<file path="config.mk">
export PLATFORM = sky130hd
export DESIGN_NAME = utopia_phy_tx
export DESIGN_NICKNAME = d
export VERILOG_FILES = /design/src/rtl/utopia_phy_tx.sv
export SDC_FILE = /design/constraint.sdc
export NUM_CORES = 1
export LEC_CHECK = 0
export ABC_AREA = 1
export CAP_MARGIN = 10
export CORE_ASPECT_RATIO = 1.25
export CORE_MARGIN = 8
export CORE_UTILIZATION = 40
export CTS_CLUSTER_DIAMETER = 40
export CTS_CLUSTER_SIZE = 30
export DETAILED_ROUTE_END_ITERATION = 6
export GPL_TIMING_DRIVEN = 0
export MAX_ROUTING_LAYER = met4
export SYNTH_ARGS = -nofsm -noshare
export SYNTH_HDL_FRONTEND = slang
export SYNTH_SLANG_ARGS = --single-unit
</file>
<file path="constraint.sdc">
create_clock -name clk -period 12.5 [get_ports clk]
set_input_delay 3.125 -clock clk [delete_from_list [all_inputs] [get_ports clk]]
set_output_delay 3.125 -clock clk [all_outputs]
set_load 0.005 [all_outputs]
</file>
<file path="src/rtl/utopia_phy_tx.sv">
// utopia_phy_tx: PHY-side Utopia Level 1 cell source.
//   Accepts 53-byte cells as a byte stream from an upstream generator into a
//   two-slot ping-pong store, optionally inserts the HEC byte, and presents
//   cells to the ATM layer under the cell-level clav/en handshake.
// Ports:
//   clk        system clock, rising edge
//   rst        asynchronous reset, active low
//   wr_valid   upstream byte valid
//   wr_ready   a cell slot is free for writing (registered)
//   wr_data    upstream cell byte, in order 0..52
//   rx_data    Utopia cell byte to the ATM layer (registered)
//   rx_soc     high while byte 0 of a cell is on rx_data (registered)
//   rx_clav    a complete cell is held (registered)
//   rx_en      ATM-layer enable, active low; a byte transfers on an edge where it is 0
//   cells_sent count of fully transferred cells, wraps
module utopia_phy_tx #(
  parameter int unsigned CellBytes = 53,
  parameter bit          GenHec    = 1'b1
) (
  input  logic        clk,
  input  logic        rst,
  input  logic        wr_valid,
  output logic        wr_ready,
  input  logic [7:0]  wr_data,
  output logic [7:0]  rx_data,
  output logic        rx_soc,
  output logic        rx_clav,
  input  logic        rx_en,
  output logic [15:0] cells_sent
);

  localparam int unsigned    IdxW    = $clog2(CellBytes);
  localparam logic [IdxW-1:0] LastIdx = IdxW'(CellBytes - 1);
  localparam logic [IdxW-1:0] HecIdx  = IdxW'(4);
  localparam logic [IdxW-1:0] ZeroIdx = '0;

  typedef enum logic [0:0] {StIdle, StSend} tx_state_e;

  logic [7:0]      mem [2][CellBytes];
  logic [IdxW-1:0] wr_idx;
  logic [IdxW-1:0] tx_idx;
  logic            wr_ptr;
  logic            rd_ptr;
  logic [1:0]      count;
  logic [1:0]      count_nxt;
  logic [7:0]      crc;
  logic [7:0]      crc_nxt;
  logic [7:0]      wr_byte;
  logic            wr_acc;
  logic            wr_done;
  logic            tx_done;
  tx_state_e       state;

  // CRC-8, x^8+x^2+x+1, MSB first.
  function automatic logic [7:0] crc8_step(input logic [7:0] crc_in, input logic [7:0] data);
    logic [7:0] c;
    c = crc_in;
    for (int i = 7; i >= 0; i--) begin
      if (c[7] ^ data[i]) c = {c[6:0], 1'b0} ^ 8'h07;
      else                c = {c[6:0], 1'b0};
    end
    return c;
  endfunction

  assign wr_acc  = wr_valid & wr_ready;
  assign wr_done = wr_acc && (wr_idx == LastIdx);
  assign tx_done = (state == StSend) && !rx_en && (tx_idx == LastIdx);

  always_comb begin
    // Byte 0 restarts the CRC from zero so no explicit clear is needed per cell.
    crc_nxt   = crc8_step((wr_idx == ZeroIdx) ? 8'h00 : crc, wr_data);
    wr_byte   = (GenHec && (wr_idx == HecIdx)) ? (crc ^ 8'h55) : wr_data;
    count_nxt = count;
    if (wr_done && !tx_done)      count_nxt = count + 2'd1;
    else if (!wr_done && tx_done) count_nxt = count - 2'd1;
  end

  // Write side and cell bookkeeping. With two slots, the write slot is busy
  // exactly when both slots hold complete cells.
  always_ff @(posedge clk or negedge rst) begin
    if (!rst) begin
      wr_idx   <= '0;
      wr_ptr   <= 1'b0;
      crc      <= 8'h00;
      count    <= 2'd0;
      wr_ready <= 1'b1;
      rx_clav  <= 1'b0;
    end else begin
      count    <= count_nxt;
      rx_clav  <= (count_nxt != 2'd0);
      wr_ready <= (count_nxt != 2'd2);
      if (wr_acc) begin
        if (wr_idx < HecIdx) crc <= crc_nxt;
        if (wr_done) begin
          wr_idx <= '0;
          wr_ptr <= ~wr_ptr;
        end else begin
          wr_idx <= wr_idx + 1'b1;
        end
      end
    end
  end

  // Cell storage carries no reset; stale contents are unreachable after reset
  // because the pointers and count clear.
  always_ff @(posedge clk) begin
    if (wr_acc) mem[wr_ptr][wr_idx] <= wr_byte;
  end

  // Transmit FSM.
  always_ff @(posedge clk or negedge rst) begin
    if (!rst) begin
      state      <= StIdle;
      rd_ptr     <= 1'b0;
      tx_idx     <= '0;
      rx_data    <= 8'h00;
      rx_soc     <= 1'b0;
      cells_sent <= 16'h0000;
    end else begin
      unique case (state)
        StIdle: begin
          if (count != 2'd0) begin
            rx_data <= mem[rd_ptr][ZeroIdx];
            rx_soc  <= 1'b1;
            tx_idx  <= '0;
            state   <= StSend;
          end
        end
        StSend: begin
          if (!rx_en) begin
            if (tx_idx != LastIdx) begin
              tx_idx  <= tx_idx + 1'b1;
              rx_data <= mem[rd_ptr][tx_idx + 1'b1];
              rx_soc  <= 1'b0;
            end else begin
              rd_ptr     <= ~rd_ptr;
              cells_sent <= cells_sent + 16'd1;
              tx_idx     <= '0;
              // A cell completing on this same edge has its byte 0 already
              // stored, so it can follow without a gap as well.
              if ((count == 2'd2) || wr_done) begin
                rx_data <= mem[~rd_ptr][ZeroIdx];
                rx_soc  <= 1'b1;
              end else begin
                rx_data <= 8'h00;
                rx_soc  <= 1'b0;
                state   <= StIdle;
              end
            end
          end
        end
        default: state <= StIdle;
      endcase
    end
  end

endmodule

</file>
==> results of run 1 <==
[worst max path at each step]
stage	from	end	slack [ns]
floorplan	wr_data[1]	mem[0][105]	5.70
global placement	wr_idx[0]	mem[0][114]	-1.62
detailed placement	wr_valid	mem[0][306]	6.36
CTS	wr_valid	mem[0][305]	7.05
global route	wr_valid	mem[0][188]	6.83
finish	wr_valid	mem[0][307]	6.95
[per-stage QoR]
| step | total power, mW | hold slack (ns) | setup WS (ns) | cells | utilization |
|---|---|---|---|---|---|
| 4_1_cts | 9.85 | 0.467 | 7.05 | 5399 | 0.468 |
| 3_3_place_gp | 6.84 | 0.457 | -1.62 | 5169 | 0.424 |
| 5_1_grt | 10.2 | 0.489 | 6.83 | 5402 | 0.468 |
| 6_report | 9.92 | 0.466 | 6.95 | 5402 | 0.468 |
| 2_1_floorplan | 5.37 | 0.465 | 5.70 | 3831 | - |
| 3_5_place_dp | 6.87 | 0.455 | 6.36 | 5209 | 0.433 |
[cells in the mapped netlist (all sizes together)]
library cell  count  area (um^2)
o211ai           23          173
xor2             22          208
a31oi             8         50.1
buf             136          681
a21oi            26          130
nand3b            2         18.8
o22ai             3         18.8
dfstp             1         26.3
inv             395         1480
nand4             3         18.8
dfrtp            51         1280
clkinv            2         7.51
nand3           491         2470
ha                7         87.6
edfxtp          848        25500
xnor2            14          141
mux2              2         22.5
o221ai            1         8.76
clkbuf           58          218
a22oi             1         7.51
nor3b             1         7.51
o21ai            56          280
nor3             53          277
nand2          1274         4800
or2              26          163
nor2            327         1290
[logic make-up after synthesis]
family	synth area share
AO/OA/AOI/OAI	0.0170
XOR/XNOR	0.00887
adder cells (fa/ha/maj)	0.00223
buffers and inverters	0.0607
flip-flops	0.680
multiplexers	0.000572
AND/OR/NAND/NOR	0.230
[cell usage in the layout (no fill, tap or decap), types with 9 or more instances in the layout]
master | synthesis | routed
inv_1 | 386 | 386
a21oi_1 | 26 | 24
inv_6 | 0 | 18
buf_4 | 7 | 12
or2_2 | 26 | 26
o211ai_1 | 23 | 23
buf_6 | 2 | 14
xor2_1 | 20 | 20
xnor2_1 | 13 | 13
nor3_1 | 52 | 18
dfrtp_1 | 51 | 51
inv_2 | 9 | 9
buf_1 | 24 | 24
nor2_1 | 314 | 314
buf_12 | 0 | 16
clkbuf_1 | 58 | 67
nand2_1 | 1267 | 1267
buf_2 | 103 | 109
nand3_1 | 489 | 489
nor3_2 | 0 | 34
edfxtp_1 | 848 | 848
o21ai_0 | 56 | 52
clkbuf_16 | 0 | 102
clkinv_2 | 0 | 16
clkinv_8 | 0 | 9
clkdlybuf4s50_1 | 0 | 37
[layout make-up]
cell class	instances	area, um^2	area share
clock inverters	79	823	0.0180
well taps	1300	1630	0.0356
flip-flops and latches	900	26800	0.587
multi-input cells	2340	10400	0.229
inverters	397	1490	0.0327
plain buffers	194	898	0.0197
clock buffers	111	2590	0.0567
repair buffers	81	1010	0.0222
[worst max-delay path, cell delays in order]
cell	delay, ns
clkdlybuf4s50_1	0.46
nand2_1	0.18
nor2_1	0.14
inv_1	0.09
nor2_1	0.64
nand2_1	0.15
nor2_1	1.03
[routing by layer]
metal | wire length (um) | global-route usage | up-vias
met5 | 0 | - | -
met4 | 8690 | 0.141 | 0
met3 | 10900 | 0.0373 | 404
met2 | 61500 | 0.385 | 1499
met1 | 48500 | 0.289 | 13700
li1 | - | - | 13000
[flip-flops by register name, indices dropped and copies added (netlist names)]
name        cells
wr_ready        1
rx_data         8
tx_idx          6
cells_sent     16
crc             8
wr_idx          6
state           1
rx_clav         1
rd_ptr          1
wr_ptr          1
mem           848
rx_soc          1
count           2
[power by group]
part	internal, mW	total [mW]	switching, mW
sequential	3.50	3.56	0.0596
clock	1.66	3.01	1.35
combinational	0.797	3.35	2.56
==> metrics.cfg, run 1 <==
[detailed_routing]
viasPerCell=5.31
drt_first_pass_iters=6
ant_nets=0
vias=28700
drt_iter0_drc=3338
detail_route.wl_per_cell_um=24.0
routed_wl_mm=130
drc=0

[critical_path]
cp-start-kind=primary input
worstReg2RegStart=tx_idx[0]
worst_ep_arrival_time_ns=5.83
crit_required_ns=12.78
cp-end-kind=register
rr_worst_depth=16
rrSetupSlack_ns=7.68
path_max_fanout=8
path_class=in2reg
reg2reg_to=rx_data[1]

[placement]
place.port_buffers=38
placed_area_um2=42200
gp_congestion=0.986
dp_hpwl_mm=90.7

[timing]
relSlewSlack=0.0734
setup_violations=0
period_needed_ns=5.55
rsz0062_at_grt=false
hold_violations=0
slew_viol_final=0
min_period_over_period=0.444
tightest_slew_ns=1.38
finClkSkew_ns=0.0264
fmax_mhz=180
tns_ns=0

[clock_tree]
cts.sinks=900
post-cts-setup-buffers=0
cts_max_level=3
clk_path_buf_depth=3
cts_tree=built
cts_hold_buf=0
post_cts_resized=0
cts_buffers=101
clkLatencyLatePin_ns=0.69
clk_pin_slew_worst_paths_ns=0.06
clockRootBuffer=clkbuf_16

[global_route]
grt_pass1_wl_mm=186
grt_pass1_vias=27300
antenna_found_initial=2
grt_max_degree=63
grt_use_total=0.241
overflow=0

[layout]
n_antenna_cell=0
postLayoutCellArea_um2=45600
finalNetCount=4034
layout-area-overhead-vs-synth_pct=16.0
filler_cell_count=9006
layout-drive-gt1-share=0.106

[hold_path]
hp-class=reg2reg
holdPathEnd=cells_sent[15]
min_from=cells_sent[15]
hold_depth=1

[flow_run]
max_cap_viol_count=0

[power]
power.density_nw_per_um2=217
power_leakage_nw=18.3
ir_drop_v=0.000173

[synth]
ys_seq_area_frac=0.680
avgSynthCellArea_um2=10.3
netlist_instances=3831
ys_types=41
yosysWarningCount=0
ys_seq_elements=900
syn_nets=3850
netlist_area_um2=39300

[status]
outcome=finished, final reports clean

[die]
io_pins=39
die_h_um=367
die_x_um=297
initial_core_util=0.403
core_um2=97500
rows=128
dieArea_um2=109000

(Power assumes the default switching activity.)
==> inputs of run 2 (changes only) <==
==> constraint.sdc (replaced) <==
create_clock -name clk -period 4.59 [get_ports clk]
set_input_delay 1.1475 -clock clk [delete_from_list [all_inputs] [get_ports clk]]
set_output_delay 1.1475 -clock clk [all_outputs]
set_load 0.005 [all_outputs]
==> metrics.cfg, run 2 (synthesized netlist as in run 1, its figures left out) <==
[status]
outcome=finished, final reports clean

[timing]
finClkSkew_ns=0.0267  ; +0.000308 ns
relSlewSlack=0.100  ; +0.0267
setup_violations=0  ; unchanged
hold_violations=0  ; unchanged
fmax_mhz=233
slew_viol_final=0  ; unchanged
period_needed_ns=4.30
tightest_slew_ns=1.34  ; -0.0344 ns
min_period_over_period=0.937
rsz0062_at_grt=false
setup_ws_ns=0.290  ; -6.66 ns

[detailed_routing]
routed_wl_mm=130  ; about the same
drt_iter0_drc=3242  ; -2.9%
vias=28700  ; +0.042%
ant_nets=0  ; unchanged
viasPerCell=5.31  ; about the same
detail_route.wl_per_cell_um=24.0  ; about the same
drt_first_pass_iters=6  ; unchanged
drc=0  ; unchanged

[die]
initial_core_util=0.403  ; unchanged
rows=128  ; unchanged
die_x_um=297  ; unchanged
dieArea_um2=109000  ; unchanged
io_pins=39  ; unchanged
die_h_um=367  ; unchanged
core_um2=97500  ; unchanged

[power]
fin_total_pwr_mw=27.1  ; +170%
p_comb_frac=0.338  ; about the same
p_seq_frac=0.358  ; about the same
ir_drop_v=0.000470  ; +170%
clockPowerShare=0.304  ; about the same
power_switching_share=0.401  ; +0.000442
power_switching_mw=10.8  ; +170%
power_leakage_nw=18.3  ; about the same
intPower_mw=16.2  ; +170%
power.density_nw_per_um2=593  ; +170%

[layout]
n_antenna_cell=0  ; unchanged
top_regs=mem (848), cells_sent (16)
mostFrequentLayoutCells=nand2_1, edfxtp_1, nand3_1
postLayoutCellArea_um2=45600  ; about the same
finalNonFillerCells=5401  ; -0.019%
final_common_cell=nand2_1
layout-area-overhead-vs-synth_pct=16.0  ; about the same
filler_cell_count=9003  ; -0.033%
layout-drive-gt1-share=0.106  ; about the same
multiInputGateArea_um2=10400  ; unchanged
finalNetCount=4033  ; -0.025%
largest_register_ffs=848  ; unchanged
regArea_um2=26800  ; unchanged
regMostFlops=mem

[critical_path]
worst_ep_arrival_time_ns=4.86  ; -0.97 ns
max_stage_delay_ns=0.79  ; -0.24 ns
crit_required_ns=5.15  ; -7.63 ns
cp_slowest_cell=clkdlybuf4s15_1
reg2reg_to=rx_data[5]
worstReg2RegStart=tx_idx[0]
cp-start-kind=register
rr_worst_depth=16  ; unchanged
path_class=reg2reg
path_max_fanout=19  ; +11
cp-end-kind=register
crit_top_cell=nand3_1
critPathLaunch=tx_idx[0]
rrSetupSlack_ns=0.29  ; -7.39 ns
cp_cell_sequence=inv_2, buf_2, ha_1, buf_2, inv_1, buf_2, clkdlybuf4s15_1, nand3_1, nand3_1, nand3_1, nand3_1, nand2_1, nand3_1, nand2_1, nand2_1, nand2_1

[global_route]
grt_use_total=0.241  ; about the same
grt_pass1_wl_mm=186  ; about the same
grt_pass1_vias=27300  ; +0.055%
grt_max_degree=63  ; unchanged
overflow=0  ; unchanged
antenna_found_initial=2  ; unchanged

[hold_path]
min_from=cells_sent[15]
hp-class=reg2reg
holdPathEnd=cells_sent[15]
hold_depth=1  ; unchanged

[placement]
placed_area_um2=42200  ; unchanged
place.port_buffers=38  ; unchanged
place_inst=5209  ; unchanged
dpl_worst_slack_ns=-0.0239  ; -6.38 ns
gp_congestion=0.986  ; unchanged
dp_hpwl_mm=90.7  ; unchanged

[clock_tree]
cts_max_level=3  ; unchanged
cts_tree=built
clk_path_buf_depth=3  ; unchanged
cts.sinks=900  ; unchanged
clockRootBuffer=clkbuf_16
clk_pin_slew_worst_paths_ns=0.07  ; about the same
cts_hold_buf=0  ; unchanged
cts_buffers=101  ; unchanged
clkLatencyLatePin_ns=0.69  ; about the same

[flow_run]
max_cap_viol_count=0  ; unchanged

[run 2: changes by cell type in the layout (fill, tap and decap cells not counted)]
cell and change:
clkbuf_4 +1, clkdlybuf4s15_1 +1, buf_2 -1, buf_1 -1, clkbuf_1 -1
[run 2: layer usage]
layer	wire (um)	vias up	track usage
met5	0	-	-
met4	9090	0	0.143
met3	11400	411	0.0378
met2	61000	1504	0.383
met1	48200	13700	0.289
li1	-	13000	-
[run 2: timing repair]
item	in CTS	in global routing
resized for setup	1	0
setup endpoints to repair	2	0
setup buffers	0	0
[run 2: worst max path at each step]
| stage | endpoint | depth (start not counted) |
|---|---|---|
| after floorplan | mem[0][0] | 7 |
| after global placement | mem[0][114] | 7 |
| after detailed placement | rx_data[2] | 17 |
| after CTS | rx_data[2] | 16 |
| after global routing | rx_data[2] | 16 |
| final | rx_data[5] | 16 |
[run 2: worst max-delay path, delay by kind of cell, from the launching register on]
kind,cells,cell delay [ns]
buffers and inverters,6,2.05
AND/OR/NAND/NOR,9,1.31
adder cells (fa/ha/maj),1,0.32
flip-flops,1,0.46
[run 2: power by group through the flow]
stage                     logic (mW)  clock network [mW]  registers (mW)
final                           9.15                8.21            9.69
after CTS                       8.87                8.27            9.68
after floorplan                 4.73                   0            9.90
after detailed placement        8.84                   0            9.86
after global placement          8.55                   0            10.1
after global routing            9.56                8.57            9.71
[run 2: cell type report]
cell class	instances	share of cell area
plain buffers	193	0.0197
clock buffers	111	0.0567
clock inverters	79	0.0180
inverters	397	0.0327
multi-input cells	2340	0.229
flip-flops and latches	900	0.587
well taps	1300	0.0356
repair buffers	81	0.0222
[run 2: metrics by stage]
step / hold slack, ns / setup TNS (ns) / util
2_1_floorplan: 0.465 / -835.46 / -
3_3_place_gp: 0.457 / -4909.14 / 0.424
3_5_place_dp: 0.455 / -0.0391 / 0.433
4_1_cts: 0.467 / 0 / 0.468
5_1_grt: 0.489 / 0 / 0.468
6_report: 0.466 / 0 / 0.468
